[config.mk]
export PLATFORM = sky130hd
export DESIGN_NAME = nand_sweep_ctrl
export DESIGN_NICKNAME = d
export VERILOG_FILES = /design/src/rtl/nand_sweep_pkg.sv /design/src/rtl/sweep_settle_timer.sv /design/src/rtl/nand_sweep_ctrl.sv
export SDC_FILE = /design/constraint.sdc
export NUM_CORES = 1
export LEC_CHECK = 0
export CORE_AREA = 2 2 48 50
export DETAILED_ROUTE_END_ITERATION = 16
export DIE_AREA = 0 0 50 52
export DONT_BUFFER_PORTS = 1
export GPL_TIMING_DRIVEN = 0
export PLACE_DENSITY = 0.81
export SETUP_SLACK_MARGIN = 0.15
export SYNTH_ARGS = -nofsm -noshare
export SYNTH_HDL_FRONTEND = slang
export SYNTH_SLANG_ARGS = --single-unit
[constraint.sdc]
create_clock -name clk -period 4.7 [get_ports clk]
set_input_delay 0.47 -clock clk [delete_from_list [all_inputs] [get_ports clk]]
set_output_delay 0.47 -clock clk [all_outputs]
set_load 0.02 [all_outputs]
[src/rtl/nand_sweep_pkg.sv]
// Shared types and helpers for the NAND sweep sequencer: state encoding,
// golden NAND model and parameter legality checks.
package nand_sweep_pkg;

  localparam int unsigned MaxWidth = 8;

  typedef enum logic [1:0] {
    StIdle   = 2'd0,
    StWait   = 2'd1,
    StCheck  = 2'd2,
    StFinish = 2'd3
  } sweep_state_e;

  // Bits above 'width' are forced high so they cannot affect the reduction.
  function automatic logic nand_exp(input logic [MaxWidth-1:0] vec, input int unsigned width);
    logic [MaxWidth-1:0] mask;
    mask = MaxWidth'((1 << width) - 1);
    return ~&(vec | ~mask);
  endfunction

  function automatic bit width_legal(input int unsigned w);
    return (w >= 1) && (w <= MaxWidth);
  endfunction

  function automatic bit settle_legal(input int unsigned s);
    return s >= 1;
  endfunction

  function automatic bit err_w_legal(input int unsigned e);
    return (e >= 1) && (e <= 32);
  endfunction

endpackage

[src/rtl/sweep_settle_timer.sv]
// Per-vector settle counter: cleared by load, counts while en, flags the last
// settle cycle of a vector.
module sweep_settle_timer
  import nand_sweep_pkg::*;
#(
  parameter int unsigned SETTLE = 2
) (
  input  logic clk,
  input  logic rst_n,
  input  logic load,
  input  logic en,
  output logic expired
);

  localparam int unsigned CntW = (SETTLE > 1) ? $clog2(SETTLE) : 1;

  if (!settle_legal(SETTLE)) begin : gen_bad_settle
    $error("sweep_settle_timer: SETTLE must be >= 1");
  end

  logic [CntW-1:0] cnt_q, cnt_d;

  always_comb begin
    cnt_d = cnt_q;
    if (load) begin
      cnt_d = '0;
    end else if (en) begin
      cnt_d = cnt_q + CntW'(1);
    end
  end

  always_ff @(posedge clk or negedge rst_n) begin
    if (!rst_n) begin
      cnt_q <= '0;
    end else begin
      cnt_q <= cnt_d;
    end
  end

  assign expired = (cnt_q == CntW'(SETTLE - 1));

endmodule

[src/rtl/nand_sweep_ctrl.sv]
// Self-checking sweep sequencer: walks all 2^WIDTH input vectors, settles,
// compares the DUT output against NAND and reports errors and first failure.
module nand_sweep_ctrl
  import nand_sweep_pkg::*;
#(
  parameter int unsigned WIDTH  = 2,
  parameter int unsigned SETTLE = 2,
  parameter int unsigned ERR_W  = 8
) (
  input  logic             clk,
  input  logic             rst_n,
  input  logic             start,
  input  logic             abort,
  input  logic             dut_y,
  output logic [WIDTH-1:0] stim,
  output logic             busy,
  output logic             done,
  output logic             pass,
  output logic [ERR_W-1:0] err_cnt,
  output logic             fail_valid,
  output logic [WIDTH-1:0] fail_vec
);

  if (!width_legal(WIDTH)) begin : gen_bad_width
    $error("nand_sweep_ctrl: WIDTH must be in 1..8");
  end
  if (!err_w_legal(ERR_W)) begin : gen_bad_err_w
    $error("nand_sweep_ctrl: ERR_W must be in 1..32");
  end

  sweep_state_e     state_q, state_d;
  logic [WIDTH-1:0] vec_q, vec_d;
  logic [WIDTH-1:0] stim_q, stim_d;
  logic [WIDTH-1:0] fail_vec_q, fail_vec_d;
  logic [ERR_W-1:0] err_q, err_d;
  logic             busy_q, busy_d;
  logic             done_q, done_d;
  logic             pass_q, pass_d;
  logic             fail_valid_q, fail_valid_d;
  logic             settle_expired;
  logic             mismatch;
  logic             last_vec;

  // Timer is held at zero outside WAIT so each vector starts a fresh count.
  sweep_settle_timer #(
    .SETTLE (SETTLE)
  ) u_settle_timer (
    .clk     (clk),
    .rst_n   (rst_n),
    .load    (state_q != StWait),
    .en      ((state_q == StWait) && !settle_expired),
    .expired (settle_expired)
  );

  assign last_vec = &vec_q;
  assign mismatch = (dut_y != nand_exp(MaxWidth'(vec_q), WIDTH));

  always_comb begin
    state_d      = state_q;
    vec_d        = vec_q;
    stim_d       = stim_q;
    fail_vec_d   = fail_vec_q;
    err_d        = err_q;
    busy_d       = busy_q;
    done_d       = 1'b0;
    pass_d       = pass_q;
    fail_valid_d = fail_valid_q;

    unique case (state_q)
      StIdle: begin
        busy_d = 1'b0;
        stim_d = '0;
        if (start && !abort) begin
          state_d      = StWait;
          vec_d        = '0;
          err_d        = '0;
          fail_valid_d = 1'b0;
          fail_vec_d   = '0;
          pass_d       = 1'b0;
          busy_d       = 1'b1;
        end
      end
      StWait: begin
        stim_d = vec_q;
        if (settle_expired) begin
          state_d = StCheck;
        end
      end
      StCheck: begin
        if (mismatch) begin
          if (err_q != '1) begin
            err_d = err_q + ERR_W'(1);
          end
          if (!fail_valid_q) begin
            fail_valid_d = 1'b1;
            fail_vec_d   = vec_q;
          end
        end
        if (last_vec) begin
          state_d = StFinish;
          stim_d  = '0;
        end else begin
          vec_d   = vec_q + WIDTH'(1);
          stim_d  = vec_q + WIDTH'(1);
          state_d = StWait;
        end
      end
      StFinish: begin
        done_d  = 1'b1;
        pass_d  = (err_q == '0);
        busy_d  = 1'b0;
        state_d = StIdle;
      end
      default: state_d = StIdle;
    endcase

    // Abort drops the sweep before any compare; result registers keep what was seen.
    if (abort && ((state_q == StWait) || (state_q == StCheck))) begin
      state_d      = StIdle;
      vec_d        = '0;
      stim_d       = '0;
      busy_d       = 1'b0;
      pass_d       = 1'b0;
      err_d        = err_q;
      fail_valid_d = fail_valid_q;
      fail_vec_d   = fail_vec_q;
    end
  end

  always_ff @(posedge clk or negedge rst_n) begin
    if (!rst_n) begin
      state_q      <= StIdle;
      vec_q        <= '0;
      stim_q       <= '0;
      fail_vec_q   <= '0;
      err_q        <= '0;
      busy_q       <= 1'b0;
      done_q       <= 1'b0;
      pass_q       <= 1'b0;
      fail_valid_q <= 1'b0;
    end else begin
      state_q      <= state_d;
      vec_q        <= vec_d;
      stim_q       <= stim_d;
      fail_vec_q   <= fail_vec_d;
      err_q        <= err_d;
      busy_q       <= busy_d;
      done_q       <= done_d;
      pass_q       <= pass_d;
      fail_valid_q <= fail_valid_d;
    end
  end

  assign stim       = stim_q;
  assign busy       = busy_q;
  assign done       = done_q;
  assign pass       = pass_q;
  assign err_cnt    = err_q;
  assign fail_valid = fail_valid_q;
  assign fail_vec   = fail_vec_q;

endmodule

# Yosys cells after proc, flatten, opt, wreduce, memory -nomap -nowiden
# Cells that the tools add are included.
# word_totals
reg_bits	21
in_bits	5
output_inout_bits	16
word_cells	78
# classes
addsub	3
eq_ne	13
muxes	30
bitwise	1
reduce_logical	21
# op_table
op	count
2-to-1 mux 8 bit	3
2-to-1 mux 2 bit	11
case mux 8 bit (2 select lines)	1
AND reduction 5 bit	2
adder 8 x 1 -> 8 bit (second input constant)	1
logical NOT 8 bit	1
2-to-1 mux 1 bit	8
!= test 2 bit (second input constant)	4
!= test 8 bit (second input constant)	1
case mux 2 bit (2 select lines)	2
case mux 2 bit (4 select lines)	1
case mux 1 bit (2 select lines)	3
case mux 2 bit (3 select lines)	1
AND reduction 2 bit	3
nonzero test 3 bit	2
equality test 2 bit (second input constant)	2
AND reduction 4 bit	1
nonzero test 2 bit	2
nonzero test 4 bit	1
logical AND 1 bit	3
logical NOT 1 bit	3
!= test 3 x 1 -> 1 bit (second input constant)	1
!= test 3 x 2 -> 1 bit (second input constant)	1
!= test 3 bit (second input constant)	1
9 further kinds	9

# Longest topological paths before layout
# logic_depth
depth_word	5
depth_mapped	7
mapped_depth_nobuf	6

# By module
# A second synthesis with hierarchy kept.
# unflattened
hier_cells	138
area_unflattened_um2	1333.8
# modules_own_cells
mod	instances	cells_each	area_per_inst_um2
nand_sweep_ctrl	1	135	1296.2
sweep_settle_timer	1	3	37.5

# Worst setup path before layout
# OpenSTA, ideal clock, no wires.
# synth_timing
kind	flip-flop to flip-flop
start	register state_q[0]
end	register err_q[4] (netlist: err_cnt[4])
setup_time_ns	0.077
arrival_ns	1.838
required_time_ns	4.623
path_slack_ns	2.784
path_stages_with_launch	8
cell_sequence	dfrtp_1 inv_1 ha_1 buf_4 nand2b_4 o22a_4 or4_1 a21oi_1
# synth_between
elab_chain_cells	5
elab_cells_between_ends	12
# synth_lines
element	line	text
start: declaration	nand_sweep_ctrl.sv:31	sweep_state_e state_q, state_d;
start signal: assignment	nand_sweep_ctrl.sv:132	state_q <= StIdle;
start signal: assignment	nand_sweep_ctrl.sv:142	state_q <= state_d;
equality test 2 x 1 -> 1 bit / equality test 2 bit (equally long branches)	nand_sweep_ctrl.sv:118, nand_sweep_ctrl.sv:69	
logical OR 1 bit	nand_sweep_ctrl.sv:118	if (abort && ((state_q == StWait) || (state_q == StCheck))) begin
logical AND 1 bit	nand_sweep_ctrl.sv:118	
inverter 1 bit (no line)	-	
AND reduction 5 bit (no line)	-	
end signal: assignment	nand_sweep_ctrl.sv:146	err_q <= err_d;
end: declaration	nand_sweep_ctrl.sv:35	logic [ERR_W-1:0] err_q, err_d;
# Parallel ways exist; a longest one is shown, timed or not.
# A chain may end at the register's enable or synchronous reset.

# Worst setup path after layout
# layout_timing
start	register state_q[0]
end	register fail_vec_q[0] (netlist: fail_vec[0])
# layout_between
elab_chain_cells	5
elab_cells_between_ends	12
# layout_lines
element	line	text
equality test 2 x 1 -> 1 bit / equality test 2 bit (equally long branches)	nand_sweep_ctrl.sv:118, nand_sweep_ctrl.sv:69	
logical OR 1 bit	nand_sweep_ctrl.sv:118	
logical AND 1 bit	nand_sweep_ctrl.sv:118	
inverter 1 bit (no line)	-	
AND reduction 5 bit (no line)	-	
end signal: assignment	nand_sweep_ctrl.sv:145	fail_vec_q <= fail_vec_d;
end: declaration	nand_sweep_ctrl.sv:34	logic [WIDTH-1:0] fail_vec_q, fail_vec_d;
# Parallel ways exist; a longest one is shown, timed or not.

==> metrics.yaml <==
finalNetCount: 160
fp-row-count: 17
path_cells: "inv_1 > ha_1 > buf_4 > nand2b_4 > o22ai_1 > nand2b_1 > o311ai_0"
viasPerCell: 6.48
cts_tree: "built"
totalWireLength_mm: 2.82
grt_usage: 0.238
synthDistinctLibCells: 37
setup_viol: 0
path_buf_inv: 2
tightest_slew_ns: 0.980
antenna_found_initial: 0
grt_util_met1: 0.274
cts-root-buf: "clkbuf_4"
rsz0062_at_grt: "no"
synth.most_common_cell: "dfrtp_1"
hpwlAfterDp_mm: 2.03
hp-class: "input port to register"
synth.top_cell.area_share: 0.400
clock-sinks: 21
arrival_ns: 2.35
die_area_um2: 2600
routedWlPerCell_um: 16.3
status: "finished clean"
drtAntennaViolNets: 0
tns_ns: 0
crit_type: "register to register"
start_util: 0.623
hold_depth: 2
relSlewSlack: 0.345
cts_resized: 0
h-tree-depth: 1
hold_violations: 0
synth_seq_cells: 21
peakVddDrop_v: 0.000430
max_stage_delay_ns: 0.46
grt-ovfl-total: 0
leakage_nw: 0.621
die_w_um: 50
worstPathMaxFanout: 10
io_pins: 21
grt_max_degree: 22
powerDensity_nw_per_um2: 469
p_int_w: 0.000362
synth_edf_count: 0
slew_violations: 0
path_clk_slew_ns: 0.11
antenna_cells: 0
end_kind: "register"
fin_crit_sh: 0.458
maxCapViolCount: 0
netlist_area_um2: 1310
syn_inst: 140
cp_data_required_time_ns: 4.90
worst_clock_skew_ns: 0.00147
numCtsBuffers: 3
clock_latency_ns: 0.31
die_y_um: 52
seqPwrFrac: 0.459
synthFlopType: "dfrtp_1"
coreArea_um2: 2110
syn_nets: 154
power_frac_clock: 0.136
async_flop_share: 1.00
grt-busiest-layer: "met2"
yosysWarnings: 0
synth_top_area_cell: "dfrtp_1"
grt_pass1_vias: 1107
syn_avg_cell_area_um2: 9.38
yosys-top-cells-count: "21 x dfrtp_1, 16 x nand2_1, 9 x ha_1, 9 x inv_1, 9 x nand3_1"
final_util: 0.657
clock.fmax_ghz: 0.464
critPathSlowestCell: "dfrtp_1"
fillCellCount: 172
placed_cells: 168
drtIter0Drc: 33
io_buffers: 0
vias: 1121
path_depth: 7
yosys-top-cells-area: "dfrtp_1 40%, ha_1 8.6%, nand2_1 4.6%"
fin_crit_ns: 2.15
met3_usage: 0.0460
stdcell_count: 173
ys_seq_area_frac: 0.400
comb_power_share: 0.406
clockBufferDepth: 2
switching_share: 0.443
gp_congestion: 0.882
path_delay_family: "compound AO/OA/AOI/OAI gates"
start_kind: "register"
r2r_cells: 7
area_delta_synth_final_pct: 5.43
p_sw_w: 0.000287
grtUsageMet2: 0.406
drc: 0
drive_gt1_frac: 0.0552
grt_pass1_wl_mm: 4.61
first_pass_iters: 5
==> stage by stage <==
stage          worst slack (ns)  total power (W)  area (µm²)  hold slack, ns
6_report                   2.55         0.000649        1380           0.328
5_1_grt                    2.40         0.000694        1380           0.315
4_1_cts                    2.57         0.000650        1380           0.320
3_5_place_dp               2.60         0.000556        1350           0.175
3_3_place_gp               2.65         0.000544        1350           0.175
2_1_floorplan              2.78         0.000499        1310           0.174
==> final timing paths <==
check | from | end | slack, ns
setup / recovery | state_q[0] | fail_vec[0] | 2.55
hold / removal | abort | busy | 0.33
setup reg to reg | state_q[0] | fail_vec[0] | 2.55
hold reg to reg | state_q[0] | state_q[1] | 0.64
max in group asynchronous | rst_n | state_q[0] | 3.36
min in group asynchronous | rst_n | err_cnt[6] | 0.76
==> power groups by stage <==
stage / Clock (W) / Combinational, W / Sequential [W]
final: 0.0000879 / 0.000263 / 0.000298
after global routing: 0.0000961 / 0.000293 / 0.000305
after CTS: 0.0000900 / 0.000263 / 0.000297
after detailed placement: 0 / 0.000255 / 0.000301
after global placement: 0 / 0.000246 / 0.000298
after floorplan: 0 / 0.000210 / 0.000289
==> cell families (layout without fill, tap and decap cells) <==
| group | Yosys count | in the layout | share of synthesized area |
|---|---|---|---|
| compound gates | 35 | 35 | 0.186 |
| xor+xnor | 1 | 1 | 0.00667 |
| fa+ha+maj | 9 | 9 | 0.0858 |
| buf+inv | 13 | 18 | 0.0458 |
| flops | 21 | 21 | 0.400 |
| mux | 6 | 6 | 0.0486 |
| simple gates | 55 | 55 | 0.227 |
==> registers in the layout, summed over array words and instances, names as in the netlist <==
signal	cells
err_cnt	8
fail_vec	2
state_q	2
stim	2
vec_q	2
busy	1
done	1
fail_valid	1
pass	1
u_settle_timer.expired	1
==> timing repair <==
item,in CTS,in global routing
endpoints found under the hold margin,21,0
setup buffers,0,0
hold buffers,1,0
==> final cells by class <==
| class | instances | area (µm²) | share of cell area |
|---|---|---|---|
| timing repair buffer | 1 | 10.0 | 0.00723 |
| tap | 28 | 35.0 | 0.0253 |
| inverter | 9 | 33.8 | 0.0244 |
| buffer | 4 | 26.3 | 0.0190 |
| sequential | 21 | 526 | 0.380 |
| multi-input combinational | 106 | 727 | 0.525 |
| clock buffer | 4 | 26.3 | 0.0190 |
==> routing by layer <==
metal  up-vias  wire, µm
met3         7       166
met5         -         0
met2        44      1410
met1       547      1170
met4         0        67
li1        523         -
==> layout by cell type (no fill, tap or decap), types with 2 or more instances in the layout <==
cell	n
clkbuf_4	3
nor2_1	7
and2_1	3
a22oi_1	3
ha_1	9
or4_1	2
nand2_1	16
o21ai_0	8
a22o_1	3
inv_1	9
mux2i_1	5
a21oi_1	8
dfrtp_1	21
o311ai_0	2
and4_1	2
nand3_1	9
o31ai_1	3
nand3b_1	2
o41ai_1	2
clkbuf_1	3
nand2b_1	7
==> worst register-to-register path, stage by stage, from the launching register on <==
cell      delay [ns]
dfrtp_1         0.46
inv_1           0.09
ha_1            0.20
buf_4           0.17
nand2b_4        0.17
o22ai_1         0.41
nand2b_1        0.20
o311ai_0        0.36
No activity file was read; power rests on OpenSTA's default activity.
